$ cat config.mk
export PLATFORM = sky130hd
export DESIGN_NAME = snake_engine
export DESIGN_NICKNAME = d
export VERILOG_FILES = /design/src/rtl/snake_engine.sv
export SDC_FILE = /design/constraint.sdc
export NUM_CORES = 1
export LEC_CHECK = 0
export CAP_MARGIN = 20
export CORE_ASPECT_RATIO = 0.9
export CORE_UTILIZATION = 38
export CTS_BUF_LIST = sky130_fd_sc_hd__clkbuf_8
export CTS_CLUSTER_SIZE = 20
export DETAILED_ROUTE_END_ITERATION = 10
export REMOVE_ABC_BUFFERS = 1
export SETUP_SLACK_MARGIN = 0.15
export SLEW_MARGIN = 25
export SYNTH_ARGS = -nofsm -noshare
export SYNTH_HDL_FRONTEND = slang
export SYNTH_SLANG_ARGS = --single-unit
$ cat constraint.sdc
create_clock -name CLK -period 7.01 [get_ports CLK]
set_input_delay 1.0515 -clock CLK [delete_from_list [all_inputs] [get_ports CLK]]
set_output_delay 1.0515 -clock CLK [all_outputs]
set_load 0.02 [all_outputs]
$ cat src/rtl/snake_engine.sv
// snake_engine: grid snake-game core driven by a one-cycle move tick.
// Keeps up to MAX_LEN body segments (segment 0 is the head), handles PS/2 key
// commands, wall and self collision, growth on food, and a saturating score.
// Build option: define SNAKE_WRAP_EN to make the walls wrap around instead of
// ending the game.
//
// state      | meaning
// -----------+-----------------------------------------------
// S_EXIT     | screen blanked, body frozen (reset state)
// S_PLAY     | snake moves on every tick
// S_PAUSE    | body frozen, R resumes
// S_GAMEOVER | collision happened, body frozen until S or Esc

module snake_engine #(
    parameter int MAX_LEN   = 8,
    parameter int START_LEN = 4,
    parameter int GRID_W    = 64,
    parameter int GRID_H    = 48,
    parameter int CW        = 6,
    localparam int LW       = $clog2(MAX_LEN + 1)
) (
    input  logic                  CLK,
    input  logic                  RST,
    input  logic                  tick,
    input  logic [7:0]            keycode,
    input  logic                  newkeyStrobe,
    input  logic [CW-1:0]         food_x,
    input  logic [CW-1:0]         food_y,
    input  logic                  food_valid,
    output logic                  black,
    output logic                  game_over,
    output logic                  eat,
    output logic [LW-1:0]         length,
    output logic [7:0]            score,
    output logic [MAX_LEN*CW-1:0] body_x,
    output logic [MAX_LEN*CW-1:0] body_y
);

    localparam logic [7:0] KEY_ESC   = 8'h76;
    localparam logic [7:0] KEY_S     = 8'h1B;
    localparam logic [7:0] KEY_P     = 8'h4D;
    localparam logic [7:0] KEY_R     = 8'h2D;
    localparam logic [7:0] KEY_UP    = 8'h43;
    localparam logic [7:0] KEY_DOWN  = 8'h42;
    localparam logic [7:0] KEY_LEFT  = 8'h3B;
    localparam logic [7:0] KEY_RIGHT = 8'h4B;

    localparam logic [CW-1:0] X_MAX     = CW'(GRID_W - 1);
    localparam logic [CW-1:0] Y_MAX     = CW'(GRID_H - 1);
    localparam logic [CW-1:0] START_Y   = CW'(GRID_H / 2);
    localparam logic [LW-1:0] MAX_LEN_L = LW'(MAX_LEN);
    localparam logic [LW-1:0] START_L   = LW'(START_LEN);

    typedef enum logic [1:0] {
        S_EXIT,
        S_PLAY,
        S_PAUSE,
        S_GAMEOVER
    } state_t;

    typedef enum logic [1:0] {
        D_RIGHT,
        D_LEFT,
        D_UP,
        D_DOWN
    } dir_t;

    state_t        state;
    dir_t          dir;
    dir_t          dir_pend;
    logic [CW-1:0] seg_x [MAX_LEN];
    logic [CW-1:0] seg_y [MAX_LEN];

    logic          k_s, k_esc, k_p, k_r, k_arrow;
    dir_t          k_dir;
    dir_t          ref_dir;
    logic          dir_wr;
    logic          move_try;
    logic          at_wall, wall_hit;
    logic [CW-1:0] nx, ny;
    logic          grow_hit, grow, self_hit, collide;
    logic [LW-1:0] chk_lim;

    function automatic dir_t opposite(input dir_t d);
        case (d)
            D_RIGHT: return D_LEFT;
            D_LEFT:  return D_RIGHT;
            D_UP:    return D_DOWN;
            default: return D_UP;
        endcase
    endfunction

    // Restart column of segment i; indices past START_LEN are never rendered.
    function automatic logic [CW-1:0] start_x(input int i);
        return (i < START_LEN) ? CW'(START_LEN - 1 - i) : '0;
    endfunction

    // Key decode; keycode is only meaningful while the strobe is high.
    always_comb begin
        k_s     = newkeyStrobe && (keycode == KEY_S);
        k_esc   = newkeyStrobe && (keycode == KEY_ESC);
        k_p     = newkeyStrobe && (keycode == KEY_P);
        k_r     = newkeyStrobe && (keycode == KEY_R);
        k_arrow = 1'b1;
        k_dir   = D_RIGHT;
        case (keycode)
            KEY_UP:    k_dir = D_UP;
            KEY_DOWN:  k_dir = D_DOWN;
            KEY_LEFT:  k_dir = D_LEFT;
            KEY_RIGHT: k_dir = D_RIGHT;
            default:   k_arrow = 1'b0;
        endcase
        k_arrow = k_arrow && newkeyStrobe;
    end

    // A restart in the same cycle as a tick suppresses the move.
    assign move_try = tick && (state == S_PLAY) && !k_s;

    // When a tick commits the pending direction this cycle, a simultaneous
    // arrow key is judged against that newly committed direction.
    assign ref_dir = move_try ? dir_pend : dir;
    assign dir_wr  = k_arrow && (state == S_PLAY) && (k_dir != opposite(ref_dir));

    // Candidate head; the at-wall value doubles as the wrapped coordinate.
    always_comb begin
        at_wall = 1'b0;
        nx      = seg_x[0];
        ny      = seg_y[0];
        case (dir_pend)
            D_RIGHT: begin
                at_wall = (seg_x[0] == X_MAX);
                nx      = at_wall ? '0 : seg_x[0] + CW'(1);
            end
            D_LEFT: begin
                at_wall = (seg_x[0] == '0);
                nx      = at_wall ? X_MAX : seg_x[0] - CW'(1);
            end
            D_UP: begin
                at_wall = (seg_y[0] == '0);
                ny      = at_wall ? Y_MAX : seg_y[0] - CW'(1);
            end
            default: begin
                at_wall = (seg_y[0] == Y_MAX);
                ny      = at_wall ? '0 : seg_y[0] + CW'(1);
            end
        endcase
    end

`ifdef SNAKE_WRAP_EN
    assign wall_hit = 1'b0;
`else
    assign wall_hit = at_wall;
`endif

    // Growth and self collision; the tail is excluded unless the snake grows,
    // because a non-growing move vacates the tail cell.
    always_comb begin
        grow_hit = food_valid && (nx == food_x) && (ny == food_y);
        grow     = grow_hit && (length < MAX_LEN_L);
        chk_lim  = grow ? length : length - LW'(1);
        self_hit = 1'b0;
        for (int j = 0; j < MAX_LEN; j++) begin
            if ((LW'(j) < chk_lim) && (seg_x[j] == nx) && (seg_y[j] == ny)) begin
                self_hit = 1'b1;
            end
        end
        collide = wall_hit || self_hit;
    end

    // Flatten the segment registers onto the renderer buses.
    for (genvar g = 0; g < MAX_LEN; g++) begin : g_flat
        assign body_x[g*CW +: CW] = seg_x[g];
        assign body_y[g*CW +: CW] = seg_y[g];
    end

    // Game FSM, direction registers, body shift and score.
    always_ff @(posedge CLK) begin
        if (RST) begin
            state     <= S_EXIT;
            black     <= 1'b1;
            game_over <= 1'b0;
            eat       <= 1'b0;
            score     <= 8'd0;
            length    <= START_L;
            dir       <= D_RIGHT;
            dir_pend  <= D_RIGHT;
            for (int i = 0; i < MAX_LEN; i++) begin
                seg_x[i] <= start_x(i);
                seg_y[i] <= START_Y;
            end
        end else begin
            eat <= 1'b0;

            if (k_s) begin
                state     <= S_PLAY;
                black     <= 1'b0;
                game_over <= 1'b0;
            end else if (k_esc) begin
                state     <= S_EXIT;
                black     <= 1'b1;
                game_over <= 1'b0;
            end else if (move_try && collide) begin
                state     <= S_GAMEOVER;
                game_over <= 1'b1;
            end else if ((state == S_PLAY) && k_p) begin
                state <= S_PAUSE;
            end else if ((state == S_PAUSE) && k_r) begin
                state <= S_PLAY;
            end

            if (k_s) begin
                score    <= 8'd0;
                length   <= START_L;
                dir      <= D_RIGHT;
                dir_pend <= D_RIGHT;
                for (int i = 0; i < MAX_LEN; i++) begin
                    seg_x[i] <= start_x(i);
                    seg_y[i] <= START_Y;
                end
            end else begin
                if (move_try) begin
                    dir <= dir_pend;
                end
                if (dir_wr) begin
                    dir_pend <= k_dir;
                end
                if (move_try && !collide) begin
                    for (int i = MAX_LEN - 1; i > 0; i--) begin
                        seg_x[i] <= seg_x[i-1];
                        seg_y[i] <= seg_y[i-1];
                    end
                    seg_x[0] <= nx;
                    seg_y[0] <= ny;
                    if (grow) begin
                        length <= length + LW'(1);
                    end
                    if (grow_hit) begin
                        eat <= 1'b1;
                        if (score != 8'hFF) begin
                            score <= score + 8'd1;
                        end
                    end
                end
            end
        end
    end

endmodule

# --- Word level (Yosys, flattened, before mapping) ---
# Memory sizes are Yosys's and may differ from the RTL's.
# Index checks and enable logic that the tools add are counted.
totals:
  inputBits: 25
  regBits: 21
  memories: 2
  output_inout_bits: 111
  wordCells: 214
  ramBits: 96
op_classes:
  n_addsub: 7
  n_lt_le_gt_ge: 9
  eq_ne: 36
  n_bitwise: 33
  n_mux: 69
  n_reduce_logical: 49
memory_table:
  columns: ["name", "depth", "width", "rd", "rd_clocked_by_memory_dff", "write_ports", "line_no", "source"]
  rows:
  - ["seg_x", 8, 6, 8, 0, 8, "71", "logic [CW-1:0] seg_x [MAX_LEN];"]
  - ["seg_y", 8, 6, 8, 0, 8, "72", "logic [CW-1:0] seg_y [MAX_LEN];"]
op_table:
  columns: ["op", "count"]
  rows:
  - ["two-way mux 6 bit", 36]
  - ["equality test 6 bit", 18]
  - ["equality test 8 x 7 -> 1 bit, second input constant", 5]
  - ["logical AND 1 bit", 32]
  - ["bitwise OR 1 bit", 32]
  - ["case mux 6 bit (2 select lines)", 2]
  - ["two-way mux 1 bit", 23]
  - ["equality test 8 x 6 -> 1 bit, second input constant", 2]
  - ["less-than comparator 3 x 4 -> 1 bit, first input constant", 4]
  - ["adder 6 x 1 -> 6 bit, second input constant", 2]
  - ["equality test 6 bit, second input constant", 2]
  - ["zero test 6 bit", 2]
  - ["case mux 2 bit (3 select lines)", 2]
  - ["subtractor 6 x 1 -> 6 bit, second input constant", 2]
  - ["adder 8 x 1 -> 8 bit, second input constant", 1]
  - ["equality test 8 x 5 -> 1 bit, second input constant", 1]
  - ["less-than comparator 1 x 4 -> 1 bit, first input constant", 2]
  - ["less-than comparator 2 x 4 -> 1 bit, first input constant", 2]
  - ["two-way mux 2 bit", 4]
  - ["!= test 8 bit, second input constant", 1]
  - ["equality test 2 x 1 -> 1 bit, second input constant", 3]
  - ["equality test 2 bit, second input constant", 3]
  - ["OR reduction 3 bit", 2]
  - ["nonzero test 5 bit", 1]
  - ["other kinds (16)", 19]

# --- Depth between registers and ports, before layout ---
# Gate-level depths: netlist (run 1).
# An unclocked memory read counts as a cell.
depth:
  ltp_word: 28
  ltp_mapped: 18
  depth_no_buf: 13

# --- Worst setup path before layout (run 1) ---
# No wires, ideal clock.
synth_path:
  path_type: "register to register"
  startpoint: "memory seg_x[0][0]"
  endpoint: "memory seg_y[7][3], in the netlist seg_y[0][45]"
  t_arrival_ps: 6081
  path_stages_with_launch: 16
  setup_slack_ps: 862
  path_cell_list: "edfxtp_1 buf_2 inv_1 ha_1 nor2b_1 a211oi_1 a21oi_1 a2111oi_2 nand4_2 or2_1 buf_2 o311a_1 o31a_1 buf_6 o21ai_1 o32a_1"
synth_lines:
  columns: ["item", "line_no"]
  rows:
  - ["start, declared", "71"]
  - ["end, declared", "72"]

==> results of run 1 <==
## layer usage
layer  up-vias  track usage (%)  share of wire (%)
li1       3234                -                  -
met1      3364             39.0                 48
met2       323             37.0                 43
met5         -                0                  0
met3        37             4.26                7.2
met4         0             8.22                2.2
## synthesized netlist by cell type, types with 8 or more instances
master | count | area [µm²]
and2_1 | 40 | 250
nor3_1 | 37 | 185
nand3_1 | 38 | 190
mux2i_1 | 20 | 200
clkbuf_1 | 26 | 97.6
o21ai_0 | 37 | 185
nand2_1 | 55 | 206
xor2_1 | 32 | 280
edfxtp_1 | 60 | 1800
buf_2 | 17 | 85.1
inv_1 | 28 | 105
dfxtp_1 | 57 | 1140
o211ai_1 | 8 | 60.1
a21oi_1 | 25 | 125
nor4_1 | 13 | 81.3
nor2b_1 | 12 | 75.1
nand4_1 | 25 | 156
xnor2_1 | 53 | 464
nor2_1 | 37 | 139
or3_1 | 15 | 93.8
## kinds of logic after synthesis
group / Yosys count / synth area share (%)
buffers and inverters: 80 / 4.79
flip-flops: 117 / 38.7
multiplexers: 23 / 3.08
AO/OA/AOI/OAI: 159 / 16.1
AND/OR/NAND/NOR: 326 / 24.1
XOR/XNOR: 93 / 12.0
adder cells (fa/ha/maj): 7 / 1.15
## sequential cells by signal (all words and copies together), names as in the netlist
signal / cells
game_over: 1
eat: 1
dir: 2
black: 1
dir_pend: 2
seg_x: 48
score: 8
length: 4
seg_y: 48
state: 2
## critical path, stage by stage (launching register included)
cell      delay, ns
dfxtp_1        0.92
nand4_2        0.33
nor3_1         0.57
o311a_1        0.45
a221oi_2       0.14
nand4_2        0.20
nor2_1         0.24
or4_1          0.53
o311a_1        0.17
o31a_2         0.36
buf_4          0.28
o21ai_4        0.30
buf_4          0.58
## worst max path at each step
stage	from	to	slack, ns	depth (start not counted)
after floorplan	dir_pend[1]$_SDFFE_PP0P_	seg_y[0][45]$_SDFFE_PP1P_	0.43	11
after global placement	food_x[0]	seg_y[0][30]$_SDFFCE_PP0P_	1.40	12
after detailed placement	food_x[0]	seg_y[0][35]$_SDFFCE_PP0P_	1.41	13
after CTS	dir_pend[1]$_SDFFE_PP0P_	seg_x[0][0]$_SDFFCE_PN1P_	1.55	12
after global routing	dir_pend[1]$_SDFFE_PP0P_	seg_x[6][5]$_SDFFE_PP0P_	1.10	12
final	dir_pend[1]$_SDFFE_PP0P_	seg_x[4][3]$_SDFFCE_PN0P_	1.51	12
## report_power, final
| group | total [mW] | switching [mW] | internal (mW) | leakage, nW |
|---|---|---|---|---|
| Sequential | 0.745 | 0.0183 | 0.727 | 1.03 |
| Clock | 0.625 | 0.309 | 0.316 | 0.188 |
| Combinational | 0.142 | 0.0788 | 0.0631 | 2.08 |
| Total | 1.51 | 0.406 | 1.11 | 3.30 |
## cell type report
type                            count  area [µm²]  share of cell area (%)
Multi-Input combinational cell    608        4310                    45.1
Sequential cell                   117        2940                    30.8
Timing Repair Buffer              154        1490                    15.6
Tap cell                          250         313                    3.28
Clock buffer                       17         234                    2.45
Clock inverter                     15         153                    1.60
Inverter                           28         105                    1.10
## stage by stage
step           power, mW  hold slack [ns]  area (µm²)
2_1_floorplan      0.831            0.480        7340
3_3_place_gp       0.901            0.438        9160
3_5_place_dp       0.901            0.442        9160
4_1_cts             1.52            0.454        9550
5_1_grt             1.56            0.497        9550
6_report            1.51            0.457        9550
==> impl_metrics.toml, run 1 <==
[outcome]
status = "finished clean"

[place]
dp_hpwl_um = 18900
dp.cells = 1157
dp_slack_ns = 1.41
routabilityCongestion = 0.926
port-buffer-count = 135

[cts]
cts_root_buf = "clkbuf_8"
cts_max_path_buffers = 2
cts_hold_buf = 0
h-tree-depth = 4
worstSkewPairLatency_ns = 0.47
clkSlewWorstSetupHoldPaths_ns = 0.07
cts_tree = "yes"
post_cts_resize_count = 0
cts.sinks = 117
numCtsBuffers = 17
cts_setup_buffers = 0

[detailed_routing]
routed-via-count = 6958
dr.pass1.iters = 5
wl_per_cell_um = 21.7
via_per_inst = 5.85
first_iter_violations = 754
remaining_drc_errors = 0
antenna_left = 0
wl_um = 25800

[cells_and_area]
final_common_cell = "clkdlybuf4s50_1"
area_growth_pct = 25.7
diodes = 0
stdcell_count = 1189
fill_cells = 1827
mostFrequentLayoutCells = "clkdlybuf4s50_1 (135), edfxtp_1 (60), dfxtp_1 (57)"
drive_gt1_share_pct = 9.48
fin_nets = 958
postLayoutCoreUtil_pct = 49.2

[global_routing]
grt_overflow = 0
grt_pass1_wl_um = 38900
grtUsageTotal_pct = 25.8
grt_max_degree = 48
antenna_found_initial = 0
grt_pass1_vias = 6311

[worst_setup_path]
reg2reg_setup_slack_ns = 1.51
critical_path_class = "register to register"
end_kind = "register"
required_ns = 7.11
r2r_cells = 12
critPathLaunchType = "register"
rr_endpoint = "seg_x[4][3]$_SDFFCE_PN0P_"
critical_path_arrival_ns = 5.60
timing.rr.start = "dir_pend[1]$_SDFFE_PP0P_"
cp_max_fo = 47

[power_and_ir_drop]
leakagePower_nw = 3.30
p_per_area_mw_per_mm2 = 158
vdd_drop_max_v = 0.000116

[synthesis]
synth_area_per_cell_um2 = 9.43
syn-cell-area_mm2 = 0.00759
yosysSeqAreaShare_pct = 38.7
synth_seq_cells = 117
yosysWarningCount = 0
synth_edf_count = 60
synthFlopType = "edfxtp_1"
async_flop_share_pct = 0
synth_cell_types = 94
netlist_instances = 805

[hold_path]
hp-class = "register to register"
hold_end = "game_over$_SDFFE_PP0P_"
hold_depth = 2
min_from = "game_over$_SDFFE_PP0P_"

[floorplan]
die-area_mm2 = 0.0206
fp.dieW_um = 151
ios = 136
start_util_pct = 39.2
die_h_um = 136
num_rows = 48
core-area_mm2 = 0.0194

[timing]
fin_worst_skew_ns = 0.0125
setup_viol = 0
fin_crit_ns = 5.50
slew_headroom_pct = 30.6
period_share_pct = 78.5
rsz0062_at_grt = "false"
finalHoldViolCount = 0
maxSlewViolCount = 0
worstMarginPinSlew_ns = 1.01
fin_tns_setup_ns = 0
fmax_ghz = 0.182
fin_ws_ns = 1.51

[flow_run]
maxCapViolCount = 0
(Power assumes the default switching activity.)
==> run 2: changes to the inputs <==
==> constraint.sdc (replaced) <==
create_clock -name CLK -period 4.7 [get_ports CLK]
set_input_delay 0.705 -clock CLK [delete_from_list [all_inputs] [get_ports CLK]]
set_output_delay 0.705 -clock CLK [all_outputs]
set_load 0.02 [all_outputs]
==> impl_metrics.toml, run 2 (synthesis gave the netlist of run 1 again) <==
[outcome]
status = "finished clean"

[cts]
cts.sinks = 117
h-tree-depth = 4
cts_root_buf = "clkbuf_8"
cts_tree = "yes"
clkSlewWorstSetupHoldPaths_ns = 0.08
numCtsBuffers = 17
worstSkewPairLatency_ns = 0.47
cts_hold_buf = 0
cts_max_path_buffers = 2

[flow_run]
maxCapViolCount = 0

[worst_setup_path]
reg2reg_setup_slack_ns = 0.34
end_kind = "register"
r2r_cells = 17
cp_max_fo = 43
timing.rr.start = "seg_x[0][0]$_SDFFCE_PN1P_"
rr_endpoint = "seg_x[6][2]$_SDFFE_PP0P_"
critical_path_arrival_ns = 4.74
critPathLaunchType = "register"
required_ns = 5.07
critical_path_class = "register to register"

[cells_and_area]
stdcell_count = 1271
final_common_cell = "clkdlybuf4s50_1"
final-seq-area_mm2 = 0.00294
postLayoutCoreUtil_pct = 53.1
top_regs = "seg_x: 48 flops, seg_y: 48 flops, score: 8 flops"
final_area_mm2 = 0.0103
fin_nets = 1039
drive_gt1_share_pct = 16.9
multi_input_area_mm2 = 0.00432
area_growth_pct = 35.5
mostFrequentLayoutCells = "clkdlybuf4s50_1 (135), buf_4 (93), edfxtp_1 (60)"
fill_cells = 1833

[global_routing]
grt_pass1_wl_um = 41200
grt_pass1_vias = 6741
grt_max_degree = 44
antenna_found_initial = 0
grt_overflow = 0
grtUsageTotal_pct = 27.4

[timing]
finalHoldViolCount = 0
setup_viol = 0
fin_tns_setup_ns = 0
maxSlewViolCount = 0
fin_worst_skew_ns = 0.0142
worstMarginPinSlew_ns = 0.791
fmax_ghz = 0.229
slew_headroom_pct = 47.2
period_share_pct = 92.9
rsz0062_at_grt = "true"
fin_crit_ns = 4.36

[floorplan]
die_h_um = 136
fp.dieW_um = 151
num_rows = 48
start_util_pct = 39.2
core-area_mm2 = 0.0194
die-area_mm2 = 0.0206
ios = 136

[detailed_routing]
antenna_left = 0
dr.pass1.iters = 5
routed-via-count = 7284
via_per_inst = 5.73
first_iter_violations = 601
wl_um = 27400
remaining_drc_errors = 0
wl_per_cell_um = 21.6

[hold_path]
hp-class = "register to register"
hold_end = "game_over$_SDFFE_PP0P_"
min_from = "game_over$_SDFFE_PP0P_"
hold_depth = 2

[power_and_ir_drop]
power.total_mw = 2.36
p_per_area_mw_per_mm2 = 229
leakagePower_nw = 3.75
vdd_drop_max_v = 0.000171

[place]
port-buffer-count = 135
placed_area_mm2 = 0.00985
routabilityCongestion = 0.925
dp_hpwl_um = 20700
dp.cells = 1237
## run 2: cell types whose count changed in the layout (fill, tap and decap cells not counted), sizes merged
cell / before / now
buf: 19 / 100
clkbuf: 17 / 19
clkinv: 6 / 4
clkinvlp: 3 / 1
bufinv: 2 / 3
diode: 0 / 1
inv: 32 / 33
## run 2: power by group
part / internal (mW) / leakage, nW / switching, mW / total [mW]
sequential: 1.08 / 1.03 / 0.0235 / 1.11
combinational: 0.116 / 2.50 / 0.132 / 0.248
clock: 0.550 / 0.218 / 0.454 / 1.00
## run 2: layer usage
layer | GRT usage (%) | vias to the layer above | share of wire [%]
met1 | 40.7 | 3515 | 47
met4 | 10.0 | 0 | 2.5
met5 | 0 | - | 0
li1 | - | 3396 | -
met3 | 5.27 | 44 | 8.0
met2 | 38.8 | 329 | 43
## run 2: cell type report
cell class / instances / area share [%]
Antenna cell: 1 / 0.0243
Tap cell: 250 / 3.04
Clock inverter: 13 / 1.48
Inverter: 28 / 1.02
Clock buffer: 19 / 2.54
Timing Repair Buffer: 235 / 21.3
Multi-Input combinational cell: 608 / 42.0
Sequential cell: 117 / 28.6
## run 2: through the flow
| step | hold slack (ns) | setup slack [ns] |
|---|---|---|
| final | 0.445 | 0.335 |
| after global routing | 0.464 | 0.137 |
| after CTS | 0.450 | 0.174 |
| after detailed placement | 0.437 | 0.0732 |
| after global placement | 0.441 | -0.0702 |
| after floorplan | 0.480 | -1.88 |
## run 2: how the worst max path moves through the flow
stage / from / end
final: seg_x[0][0]$_SDFFCE_PN1P_ / seg_x[6][2]$_SDFFE_PP0P_
after global routing: seg_y[0][2]$_SDFFCE_PN0P_ / seg_x[6][1]$_SDFFE_PP0P_
after CTS: seg_y[0][2]$_SDFFCE_PN0P_ / seg_x[6][2]$_SDFFE_PP0P_
after detailed placement: food_x[0] / seg_y[0][46]$_SDFFE_PP1P_
after global placement: food_y[1] / seg_y[0][10]$_SDFFCE_PN1P_
after floorplan: dir_pend[1]$_SDFFE_PP0P_ / seg_y[0][45]$_SDFFE_PP1P_
## run 2: what timing repair did
| action | CTS | global route |
|---|---|---|
| setup endpoints to repair | 0 | 51 |
| resized for setup | 0 | 4 |
| setup buffers | 0 | 1 |
## run 2: critical path: stages (launching register included)
cell and delay [ns]:
edfxtp_1 0.38, buf_4 0.13, ha_1 0.28, nand4b_1 0.19, a21oi_4 0.26, buf_4 0.16
xnor2_1 0.11, a2111oi_2 0.45, buf_4 0.18, nand4_1 0.19, or4_1 0.46, o31a_1 0.14
a221oi_2 0.26, o31a_2 0.21, buf_4 0.21, buf_12 0.24, nor2_1 0.17, o31ai_1 0.24
